`src/rtl/sdram_arbiter.sv`:
```
// sdram_arbiter: two-master Avalon-MM arbiter in front of one SDRAM controller.
// Commands pass through combinationally under round-robin arbitration. A tag
// FIFO records which master issued each outstanding read so returning
// readdatavalid pulses are routed back to their owners.
//
// Ports:
//   clk, reset_n                       clock, asynchronous active-low reset
//   m0_* / m1_*                        Avalon-MM master-side command/response
//   s_*                                Avalon-MM command to / response from SDRAM ctrl
//   pending_count                      reads currently outstanding
//   rdv_err                            sticky: readdatavalid with nothing outstanding
module sdram_arbiter #(
  parameter int unsigned ADDR_W   = 26,
  parameter int unsigned DATA_W   = 32,
  parameter int unsigned MAX_PEND = 8
) (
  input  logic                      clk,
  input  logic                      reset_n,
  input  logic [ADDR_W-1:0]         m0_address,
  input  logic                      m0_read,
  input  logic                      m0_write,
  input  logic [DATA_W-1:0]         m0_writedata,
  input  logic [DATA_W/8-1:0]       m0_byteenable,
  output logic                      m0_waitrequest,
  output logic [DATA_W-1:0]         m0_readdata,
  output logic                      m0_readdatavalid,
  input  logic [ADDR_W-1:0]         m1_address,
  input  logic                      m1_read,
  input  logic                      m1_write,
  input  logic [DATA_W-1:0]         m1_writedata,
  input  logic [DATA_W/8-1:0]       m1_byteenable,
  output logic                      m1_waitrequest,
  output logic [DATA_W-1:0]         m1_readdata,
  output logic                      m1_readdatavalid,
  output logic [ADDR_W-1:0]         s_address,
  output logic                      s_read,
  output logic                      s_write,
  output logic [DATA_W-1:0]         s_writedata,
  output logic [DATA_W/8-1:0]       s_byteenable,
  input  logic                      s_waitrequest,
  input  logic [DATA_W-1:0]         s_readdata,
  input  logic                      s_readdatavalid,
  output logic [$clog2(MAX_PEND):0] pending_count,
  output logic                      rdv_err
);

  localparam int unsigned PTR_W = $clog2(MAX_PEND);
  localparam int unsigned CNT_W = PTR_W + 1;

  // State registers
  logic                r_last;
  logic                r_hold;
  logic                r_hold_id;
  logic                r_err;
  logic [MAX_PEND-1:0] r_tag;
  logic [PTR_W-1:0]    r_wptr;
  logic [PTR_W-1:0]    r_rptr;
  logic [CNT_W-1:0]    r_count;

  // Next-state values
  logic                w_last_nxt;
  logic                w_hold_nxt;
  logic                w_hold_id_nxt;
  logic                w_err_nxt;
  logic [MAX_PEND-1:0] w_tag_nxt;
  logic [PTR_W-1:0]    w_wptr_nxt;
  logic [PTR_W-1:0]    w_rptr_nxt;
  logic [CNT_W-1:0]    w_count_nxt;

  // Combinational datapath
  logic w_req0;
  logic w_req1;
  logic w_sel;
  logic w_sel_vld;
  logic w_rd;
  logic w_wr;
  logic w_empty;
  logic w_full;
  logic w_pop;
  logic w_push;
  logic w_blocked;
  logic w_accept;
  logic w_head;

  // Grant selection, command mux and response routing
  always_comb begin
    w_req0    = m0_read | m0_write;
    w_req1    = m1_read | m1_write;
    w_sel     = 1'b0;
    w_sel_vld = 1'b0;
    if (r_hold) begin
      // A stalled command keeps its grant until accepted
      w_sel     = r_hold_id;
      w_sel_vld = r_hold_id ? w_req1 : w_req0;
    end else if (w_req0 & w_req1) begin
      w_sel     = ~r_last;
      w_sel_vld = 1'b1;
    end else if (w_req0) begin
      w_sel     = 1'b0;
      w_sel_vld = 1'b1;
    end else if (w_req1) begin
      w_sel     = 1'b1;
      w_sel_vld = 1'b1;
    end
    // Nothing is forwarded while reset is held
    w_sel_vld = w_sel_vld & reset_n;

    // Read wins if a master asserts both
    w_rd = w_sel_vld & (w_sel ? m1_read : m0_read);
    w_wr = w_sel_vld & ~(w_sel ? m1_read : m0_read) & (w_sel ? m1_write : m0_write);

    w_empty = (r_count == '0);
    w_full  = (r_count == CNT_W'(MAX_PEND));
    w_pop   = s_readdatavalid & ~w_empty;
    // A pop in the same cycle frees a slot for the stalled read
    w_blocked = w_rd & w_full & ~w_pop;

    s_read       = w_rd & ~w_blocked;
    s_write      = w_wr;
    s_address    = w_sel ? m1_address    : m0_address;
    s_writedata  = w_sel ? m1_writedata  : m0_writedata;
    s_byteenable = w_sel ? m1_byteenable : m0_byteenable;

    w_accept = (s_read | s_write) & ~s_waitrequest;
    w_push   = w_accept & s_read;

    m0_waitrequest = ~(w_sel_vld & ~w_sel & ~w_blocked & ~s_waitrequest);
    m1_waitrequest = ~(w_sel_vld &  w_sel & ~w_blocked & ~s_waitrequest);

    w_head           = r_tag[r_rptr];
    m0_readdatavalid = w_pop & ~w_head;
    m1_readdatavalid = w_pop &  w_head;
    m0_readdata      = s_readdata;
    m1_readdata      = s_readdata;

    pending_count = r_count;
    rdv_err       = r_err;
  end

  // Next-state: round-robin pointer, grant hold, tag FIFO, error flag
  always_comb begin
    w_last_nxt    = r_last;
    w_hold_nxt    = r_hold;
    w_hold_id_nxt = r_hold_id;
    w_err_nxt     = r_err;
    w_tag_nxt     = r_tag;
    w_wptr_nxt    = r_wptr;
    w_rptr_nxt    = r_rptr;
    w_count_nxt   = r_count;

    if (w_accept) begin
      w_last_nxt = w_sel;
      w_hold_nxt = 1'b0;
    end else if (w_sel_vld) begin
      w_hold_nxt    = 1'b1;
      w_hold_id_nxt = w_sel;
    end else begin
      w_hold_nxt = 1'b0;
    end

    if (w_push) begin
      w_tag_nxt[r_wptr] = w_sel;
      w_wptr_nxt        = r_wptr + PTR_W'(1);
    end
    if (w_pop) begin
      w_rptr_nxt = r_rptr + PTR_W'(1);
    end

    if (w_push & ~w_pop) begin
      w_count_nxt = r_count + CNT_W'(1);
    end else if (~w_push & w_pop) begin
      w_count_nxt = r_count - CNT_W'(1);
    end

    if (s_readdatavalid & w_empty) begin
      w_err_nxt = 1'b1;
    end
  end

  // State register
  always_ff @(posedge clk or negedge reset_n) begin
    if (!reset_n) begin
      r_last    <= 1'b1;
      r_hold    <= 1'b0;
      r_hold_id <= 1'b0;
      r_err     <= 1'b0;
      r_tag     <= '0;
      r_wptr    <= '0;
      r_rptr    <= '0;
      r_count   <= '0;
    end else begin
      r_last    <= w_last_nxt;
      r_hold    <= w_hold_nxt;
      r_hold_id <= w_hold_id_nxt;
      r_err     <= w_err_nxt;
      r_tag     <= w_tag_nxt;
      r_wptr    <= w_wptr_nxt;
      r_rptr    <= w_rptr_nxt;
      r_count   <= w_count_nxt;
    end
  end

endmodule

```
`config.mk`:
```
export PLATFORM = sky130hd
export DESIGN_NAME = sdram_arbiter
export DESIGN_NICKNAME = d
export VERILOG_FILES = /design/src/rtl/sdram_arbiter.sv
export SDC_FILE = /design/constraint.sdc
export NUM_CORES = 1
export LEC_CHECK = 0
export ABC_AREA = 0
export ABC_CLOCK_PERIOD_IN_PS = 6560
export CELL_PAD_IN_SITES_DETAIL_PLACEMENT = 0
export CELL_PAD_IN_SITES_GLOBAL_PLACEMENT = 1
export CORE_MARGIN = 1
export CORE_UTILIZATION = 19
export CTS_BUF_LIST = sky130_fd_sc_hd__clkbuf_2
export DETAILED_ROUTE_END_ITERATION = 10
export PLACE_DENSITY_LB_ADDON = 0.1
export SETUP_SLACK_MARGIN = 0.02
export SYNTH_ARGS = -nofsm -noshare
export SYNTH_HDL_FRONTEND = slang
export SYNTH_SLANG_ARGS = --single-unit
```
`constraint.sdc`:
```
create_clock -name clk -period 6.56 [get_ports clk]
set_clock_uncertainty 0.2 [all_clocks]
set_input_delay 1.312 -clock clk [delete_from_list [all_inputs] [get_ports clk]]
set_output_delay 1.312 -clock clk [all_outputs]
set_load 0.01 [all_outputs]
```
==> impl_metrics.toml, run 1 <==
[layout]
fin_nets = 552
nFillCells = 1320
register_area_um2 = 552
drive_gt1_share_pct = 22.3
fin_cells = 554
layout_commonest_cell = "clkdlybuf4s50_1"
mostFrequentLayoutCells = "clkdlybuf4s50_1 (204), mux2_2 (73), dfrtp_1 (21)"
area_growth_syn_to_layout_pct = 73.0
multiInputGateArea_mm2 = 0.00138

[synth]
synth_edf_count = 0
synth.area.mux_share_pct = 36.8
synth_top_family_by_area = "multiplexers"
syn_nets = 415
yosysWarnings = 0
synthXorXnorAreaFrac_pct = 2.83
async_reset_ff_share_pct = 100
ys_ff_latch = 22
syn_avg_cell_area_um2 = 10.1
postSynthCellCount = 245
synth_cell_types = 33
synth_fa_ha_area_share_pct = 3.34
synth_compound_gate_area_share_pct = 3.95
synth_area_mm2 = 0.00247
ys_seq_area_share_pct = 22.3
synth_simple_gate_area_share_pct = 8.76
synth_ff_type = "dfrtp_1"

[power_and_ir_drop]
vdd_drop_max_mv = 0.113
p_per_area_mw_per_mm2 = 271
power.leakage_nw = 1.63
total_power_mw = 1.16

[floorplan]
num_rows = 41
io_pins = 301
chipHeight_um = 116
initial_core_util_pct = 19.5
die_x_um = 116
coreArea_mm2 = 0.0127
dieArea_mm2 = 0.0135

[sta]
worst_pin_slew_ns = 0.965
report.final.slew_viol_count = 0
period_minus_slack_ns = 5.56
timing.fmax_ghz = 0.180
finalCritPeriodShare_pct = 84.7
finalSetupViolations = 0
slew_headroom_pct = 35.6
grt_setup_unrepaired = "false"
hold_viol_final = 0
tns_ns = 0
setup_slack_ns = 1.00

[outcome]
status = "finished, final reports clean"

[clocking]
cts-root-buf = "clkbuf_2"
clk_path_buf_depth = 2
clock_latency_ns = 0.35
cts_buffers = 3
cts_resized = 0
postCtsSetupBuffers = 0
cts_sinks = 22
cts.htree.levels = 1
cts_tree = "built"
cts_hold_buf = 0
path_clk_slew_ns = 0.25

[place]
globalplace.congestion = 0.711
dp_cells = 549
place_hpwl_mm = 8.87
port_buffers = 204
pre_cts_ws_ns = 0.948

[critical_path]
critPathRequiredTime_ns = 5.05
crit_slowest_cell = "a22o_2"
path_class = "input port to output port"
cp.depth = 7
reg2reg_from = "r_hold"
reg2reg_to = "pending_count[3]"
crit_buf_inv = 3
cp_max_fo = 42
max_stage_delay_ns = 0.79
cp-start-kind = "input port"
critPathCaptureType = "output port"
crit_end = "s_address[16]"
crit_chain = "clkdlybuf4s50_1 > nor2_1 > nor2_1 > a22o_2 > buf_12 > mux2_2 > clkdlybuf4s50_1"
crit_family = "buffers and inverters"
cp-startpoint = "m1_read"
arrival_ns = 4.05
ff2ff_path_depth = 13
regToRegSetupSlack_ns = 3.11

[detailed_routing]
postRouteAntennaNets = 0
avgRoutedWirePerCell_um = 18.3
dr.pass1.iters = 4
drtIter0Drc = 82
vias = 2210
drc_errors = 0
via_per_inst = 3.99
wirelength_mm = 10.1

[global_route]
antenna_found_initial = 3
grt_pass1_vias = 2277
gr-total-overflow = 0
grt_usage_pct = 14.5
grt_pass1_wl_mm = 14.1
grt_max_degree = 43

[hold_path]
hp-class = "register to register"

[job]
drv_cap = 0
==> layer usage <==
layer | vias up | wire length (µm) | track usage (%)
met2 | 118 | 5020 | 24.1
met4 | 4 | 31 | 1.11
li1 | 1062 | - | -
met1 | 1018 | 4060 | 17.9
met5 | - | 27 | 0
met3 | 8 | 992 | 6.49
==> flip-flops by register name, summed over array words and instances, names as in the netlist <==
register	count
pending_count	4
r_tag	8
r_wptr	3
r_last	1
r_rptr	3
rdv_err	1
r_hold_id	1
r_hold	1
==> cells in the mapped netlist (3+ instances only) <==
cell type   n  share of area (%)
buf_4      65                 20
ha_1        5                2.5
xnor2_1     6                2.1
dfrtp_1    21                 21
clkbuf_1    3               0.46
mux2_2     73                 33
nor2_1     11                1.7
a21oi_1     3               0.61
nand2b_1    8                2.0
inv_1       4               0.61
nand2_1     7                1.1
a21o_1      3               0.91
buf_2       6                1.2
==> power breakdown <==
group / switching [mW] / internal [mW] / total [mW]
sequential: 0.0726 / 0.200 / 0.272
clock: 0.0466 / 0.0525 / 0.0991
combinational: 0.301 / 0.488 / 0.789
==> through the flow <==
stage / utilization, % / hold slack (ns) / area (µm²)
CTS: 33.7 / 0.307 / 4270
floorplan: - / 0.259 / 2470
global route: 33.7 / 0.323 / 4270
global placement: 33.4 / 0.245 / 4230
detailed placement: 33.4 / 0.253 / 4230
finish: 33.8 / 0.294 / 4280
==> layout make-up <==
class,instances,area share (%)
antenna,1,0.0585
tap,172,5.03
inverter,4,0.351
sequential,22,12.9
timing repair buffer,206,48.4
multi-input combinational,145,32.2
clock buffer,3,0.351
clock inverter,1,0.702
==> worst min-delay path by stage <==
| stage | start | endpoint | slack, ns | cells after the start |
|---|---|---|---|---|
| floorplan | r_tag[7] | r_tag[7] | 0.26 | 1 |
| global placement | rdv_err | rdv_err | 0.24 | 1 |
| detailed placement | rdv_err | rdv_err | 0.25 | 1 |
| CTS | rdv_err | rdv_err | 0.31 | 1 |
| global route | rdv_err | rdv_err | 0.32 | 1 |
| finish | rdv_err | rdv_err | 0.29 | 1 |
==> kinds of logic after synthesis <==
logic type,after synthesis
xor+xnor,8
simple gates,39
fa+ha+maj,6
mux,79
buf+inv,78
compound gates,13
flops,22
Power figures use the tool's default switching activity.
==> inputs of run 2 (changes only) <==
Settings changed: ABC_CLOCK_PERIOD_IN_PS 6560 to 5550, CORE_ASPECT_RATIO set to 1.75, CORE_UTILIZATION 19 to 17.
Clock period 6.56 ns to 5.55 ns, I/O delays scaled along.
==> run 2 against run 1 <==
- die area up 12%
- total power is 16% higher
- worst setup slack lost 0.25 ns
- critical endpoint is now s_address[20]
- largest cell class unchanged
==> impl_metrics.toml, run 2 (same netlist as run 1, synthesis figures left out) <==
[critical_path]
path_common_cell = "clkdlybuf4s50_1"
path_class = "input port to output port"
crit_chain = "clkdlybuf4s50_1 > o21ai_0 > a22o_4 > buf_12 > mux2_2 > clkdlybuf4s50_1"
reg2reg_from = "r_hold_id"
reg2reg_to = "pending_count[3]"
crit_end = "s_address[20]"
cp_max_fo = 34
crit_slowest_cell = "clkdlybuf4s50_1"
max_stage_delay_ns = 0.50
arrival_ns = 3.49
cp-startpoint = "m0_read"
ff2ff_path_depth = 13
critPathRequiredTime_ns = 4.24
critPathCaptureType = "output port"
cp-start-kind = "input port"
regToRegSetupSlack_ns = 2.16

[clocking]
postCtsSetupBuffers = 0
cts_sinks = 22
cts_tree = "built"
cts.htree.levels = 1
cts_resized = 0
clk_path_buf_depth = 2
cts-root-buf = "clkbuf_2"
path_clk_slew_ns = 0.22
cts_hold_buf = 0
cts_buffers = 3
clock_latency_ns = 0.36

[layout]
drive_gt1_share_pct = 22.3
register_area_um2 = 552
top_register = "r_tag"
layout_commonest_cell = "clkdlybuf4s50_1"
fin_nets = 553
fin_area_mm2 = 0.00428
nFillCells = 1490
mostFrequentLayoutCells = "clkdlybuf4s50_1 (204), mux2_2 (73), dfrtp_1 (21)"
largest_register_ffs = 8
area_growth_syn_to_layout_pct = 72.9
multiInputGateArea_mm2 = 0.00139

[floorplan]
chipHeight_um = 162
num_rows = 58
io_pins = 301
dieArea_mm2 = 0.0150
coreArea_mm2 = 0.0143
initial_core_util_pct = 17.3
die_x_um = 93.2

[place]
globalplace.congestion = 0.718
port_buffers = 204
placed_cell_area_mm2 = 0.00425
place_hpwl_mm = 9.00

[global_route]
grt_pass1_wl_mm = 14.6
grt_usage_pct = 13.3
grt_max_degree = 35
antenna_found_initial = 3
grt_pass1_vias = 2460
gr-total-overflow = 0

[hold_path]
hp-class = "register to register"

[job]
drv_cap = 0

[power_and_ir_drop]
power.leakage_nw = 1.62
p_per_area_mw_per_mm2 = 314
vdd_drop_max_mv = 0.0776

[sta]
worst_pin_slew_ns = 0.629
period_minus_slack_ns = 4.80
report.final.slew_viol_count = 0
finalSetupViolations = 0
grt_setup_unrepaired = "false"
timing.fmax_ghz = 0.208
tns_ns = 0
slew_headroom_pct = 57.7
hold_viol_final = 0
hold_ws_ns = 0.299
finalCritPeriodShare_pct = 86.5

[outcome]
status = "finished, final reports clean"

[detailed_routing]
drc_errors = 0
wirelength_mm = 10.2
avgRoutedWirePerCell_um = 18.1
via_per_inst = 4.12
postRouteAntennaNets = 0
dr.pass1.iters = 4
drtIter0Drc = 18
vias = 2318
==> run 2: per-stage QoR <==
step	util [%]	instances	worst slack [ns]	power, mW
after floorplan	-	245	1.94	0.846
after global placement	29.8	558	0.690	1.30
after detailed placement	29.8	558	0.710	1.30
after CTS	29.9	562	0.712	1.38
after global routing	29.9	563	0.603	1.44
final	29.9	563	0.750	1.34
==> run 2: how the worst min path moves through the flow <==
stage,from,endpoint,slack (ns),cells after the start
finish,rdv_err,rdv_err,0.30,1
global route,rdv_err,rdv_err,0.34,1
CTS,rdv_err,rdv_err,0.31,1
detailed placement,rdv_err,rdv_err,0.26,1
global placement,rdv_err,rdv_err,0.25,1
floorplan,r_tag[7],r_tag[7],0.26,1
==> run 2: layout make-up <==
| type | instances | area share (%) |
|---|---|---|
| tap | 180 | 5.27 |
| timing repair buffer | 207 | 48.6 |
| clock buffer | 3 | 0.351 |
| antenna | 1 | 0.0585 |
| sequential | 22 | 12.9 |
| inverter | 4 | 0.351 |
| clock inverter | 1 | 0.0878 |
| multi-input combinational | 145 | 32.4 |
==> run 2: metal layers <==
| metal | part of all wire (%) | up-vias | GRT usage [%] |
|---|---|---|---|
| li1 | - | 1065 | - |
| met1 | 38 | 1035 | 14.8 |
| met2 | 48 | 203 | 22.4 |
| met3 | 13 | 11 | 6.59 |
| met4 | 1.0 | 4 | 3.15 |
| met5 | 0.33 | - | 0 |
==> run 2: critical path, delay by kind of cell <==
kind / cells / cell delay (ns)
AOI/OAI and AO/OA: 2 / 0.66
buffers and inverters: 3 / 1.26
muxes: 1 / 0.41
==> run 2: where the power goes <==
group / switching (mW) / internal [mW]
Clock: 0.0519 / 0.0156
Sequential: 0.0899 / 0.236
Combinational: 0.369 / 0.581
==> inputs of run 3 (changes only) <==
Settings changed: ABC_CLOCK_PERIOD_IN_PS 5550 to 5300, CTS_BUF_LIST sky130_fd_sc_hd__clkbuf_2 to sky130_fd_sc_hd__clkbuf_4 sky130_fd_sc_hd__clkbuf_8.
Clock period 5.55 ns to 5.3 ns, I/O delays scaled along.
==> run 3 against run 2 <==
- cell area grew 0.53%
- non-clock buffer count grew 1
- sequential power grew 6%
- register-to-register slack lost 0.10 ns
- sequential share of layout area shrank 0.068 points
- highest routed layer is now met4
==> impl_metrics.toml, run 3 (same netlist as run 1, synthesis figures left out) <==
[outcome]
status = "finished, final reports clean"

[critical_path]
path_class = "input port to output port"
reg2reg_from = "r_hold_id"
crit_family = "buffers and inverters"
regToRegSetupSlack_ns = 2.06
max_stage_delay_ns = 0.55
cp.depth = 6
critPathCaptureType = "output port"
crit_slowest_cell = "a22o_4"
critPathRequiredTime_ns = 4.04
ff2ff_path_depth = 14
reg2reg_to = "pending_count[3]"
crit_buf_inv = 3
crit_chain = "clkdlybuf4s50_1 > o21ai_0 > a22o_4 > buf_4 > mux2_2 > clkdlybuf4s50_1"
path_common_cell = "clkdlybuf4s50_1"
cp-start-kind = "input port"
cp_max_fo = 49
arrival_ns = 3.54

[place]
globalplace.congestion = 0.723
port_buffers = 204
pre_cts_ws_ns = 0.447
place_hpwl_mm = 8.69

[sta]
grt_setup_unrepaired = "false"
period_minus_slack_ns = 4.80
slew_headroom_pct = 54.4
finalSetupViolations = 0
tns_ns = 0
report.final.slew_viol_count = 0
setup_slack_ns = 0.498
finalCritPeriodShare_pct = 90.6
worst_pin_slew_ns = 0.677
timing.fmax_ghz = 0.208
hold_viol_final = 0

[global_route]
grt_pass1_wl_mm = 14.4
gr-total-overflow = 0
grt_pass1_vias = 2497
grt_usage_pct = 12.9
grt_max_degree = 50
antenna_found_initial = 0

[floorplan]
num_rows = 58
io_pins = 301
coreArea_mm2 = 0.0143
chipHeight_um = 162
dieArea_mm2 = 0.0150
die_x_um = 93.2
initial_core_util_pct = 17.3

[clocking]
cts-root-buf = "clkbuf_8"
cts_hold_buf = 0
cts_sinks = 22
clock_latency_ns = 0.28
cts_buffers = 3
cts.htree.levels = 1
clk_path_buf_depth = 2
cts_resized = 0
path_clk_slew_ns = 0.09
postCtsSetupBuffers = 0
cts_tree = "built"

[layout]
mostFrequentLayoutCells = "clkdlybuf4s50_1 (204), mux2_2 (73), dfrtp_1 (21)"
diodes = 0
drive_gt1_share_pct = 22.7
top_register = "r_tag"
largest_register_ffs = 8
fin_nets = 554
layout_commonest_cell = "clkdlybuf4s50_1"
area_growth_syn_to_layout_pct = 73.8

[detailed_routing]
postRouteAntennaNets = 0
via_per_inst = 4.13
vias = 2325
drc_errors = 0
avgRoutedWirePerCell_um = 17.6
wirelength_mm = 9.89
drtIter0Drc = 23
dr.pass1.iters = 6

[hold_path]
hold_depth = 1
worstHoldEndpoint = "rdv_err"
hold_start = "rdv_err"
hp-class = "register to register"

[power_and_ir_drop]
vdd_drop_max_mv = 0.0971
p_per_area_mw_per_mm2 = 337
power.leakage_nw = 1.64

[job]
drv_cap = 0
## run 3: layout make-up
| class | instances | area (µm²) |
|---|---|---|
| fill | 1480 | 10000 |
| timing repair buffer | 208 | 2070 |
| multi-input combinational | 145 | 1390 |
| sequential | 22 | 552 |
| tap | 180 | 225 |
| clock buffer | 4 | 48.8 |
| inverter | 4 | 15.0 |
## run 3: worst max path at each step
stage	startpoint	end	slack (ns)
after detailed placement	m1_read	s_address[9]	0.45
after floorplan	m0_read	s_address[10]	1.79
final	m0_read	s_address[8]	0.50
after global placement	m1_read	s_writedata[29]	0.47
after CTS	m1_read	s_address[9]	0.44
after global routing	m1_read	s_address[12]	0.35
## run 3: per-layer routing
| layer | vias to the layer above | GRT usage [%] | share of wire [%] |
|---|---|---|---|
| met3 | 5 | 5.13 | 11 |
| met1 | 1057 | 15.0 | 40 |
| met4 | 0 | 2.94 | 0.88 |
| met2 | 194 | 21.8 | 48 |
| met5 | - | 0 | 0 |
| li1 | 1069 | - | - |
## run 3: power breakdown
group | leakage (nW) | switching [mW] | total, mW | internal (mW)
logic | 1.34 | 0.382 | 0.986 | 0.604
registers | 0.268 | 0.0961 | 0.345 | 0.249
clock network | 0.0262 | 0.0591 | 0.118 | 0.0590
total | 1.64 | 0.538 | 1.45 | 0.912
## run 3: metrics by stage
step	instances	area, µm²	power (mW)	util (%)	hold slack, ns
2_1_floorplan	245	2470	0.886	-	0.259
3_3_place_gp	559	4250	1.35	29.7	0.251
3_5_place_dp	559	4250	1.35	29.7	0.252
4_1_cts	563	4300	1.48	30.1	0.272
5_1_grt	563	4300	1.56	30.1	0.292
6_report	563	4300	1.45	30.1	0.265
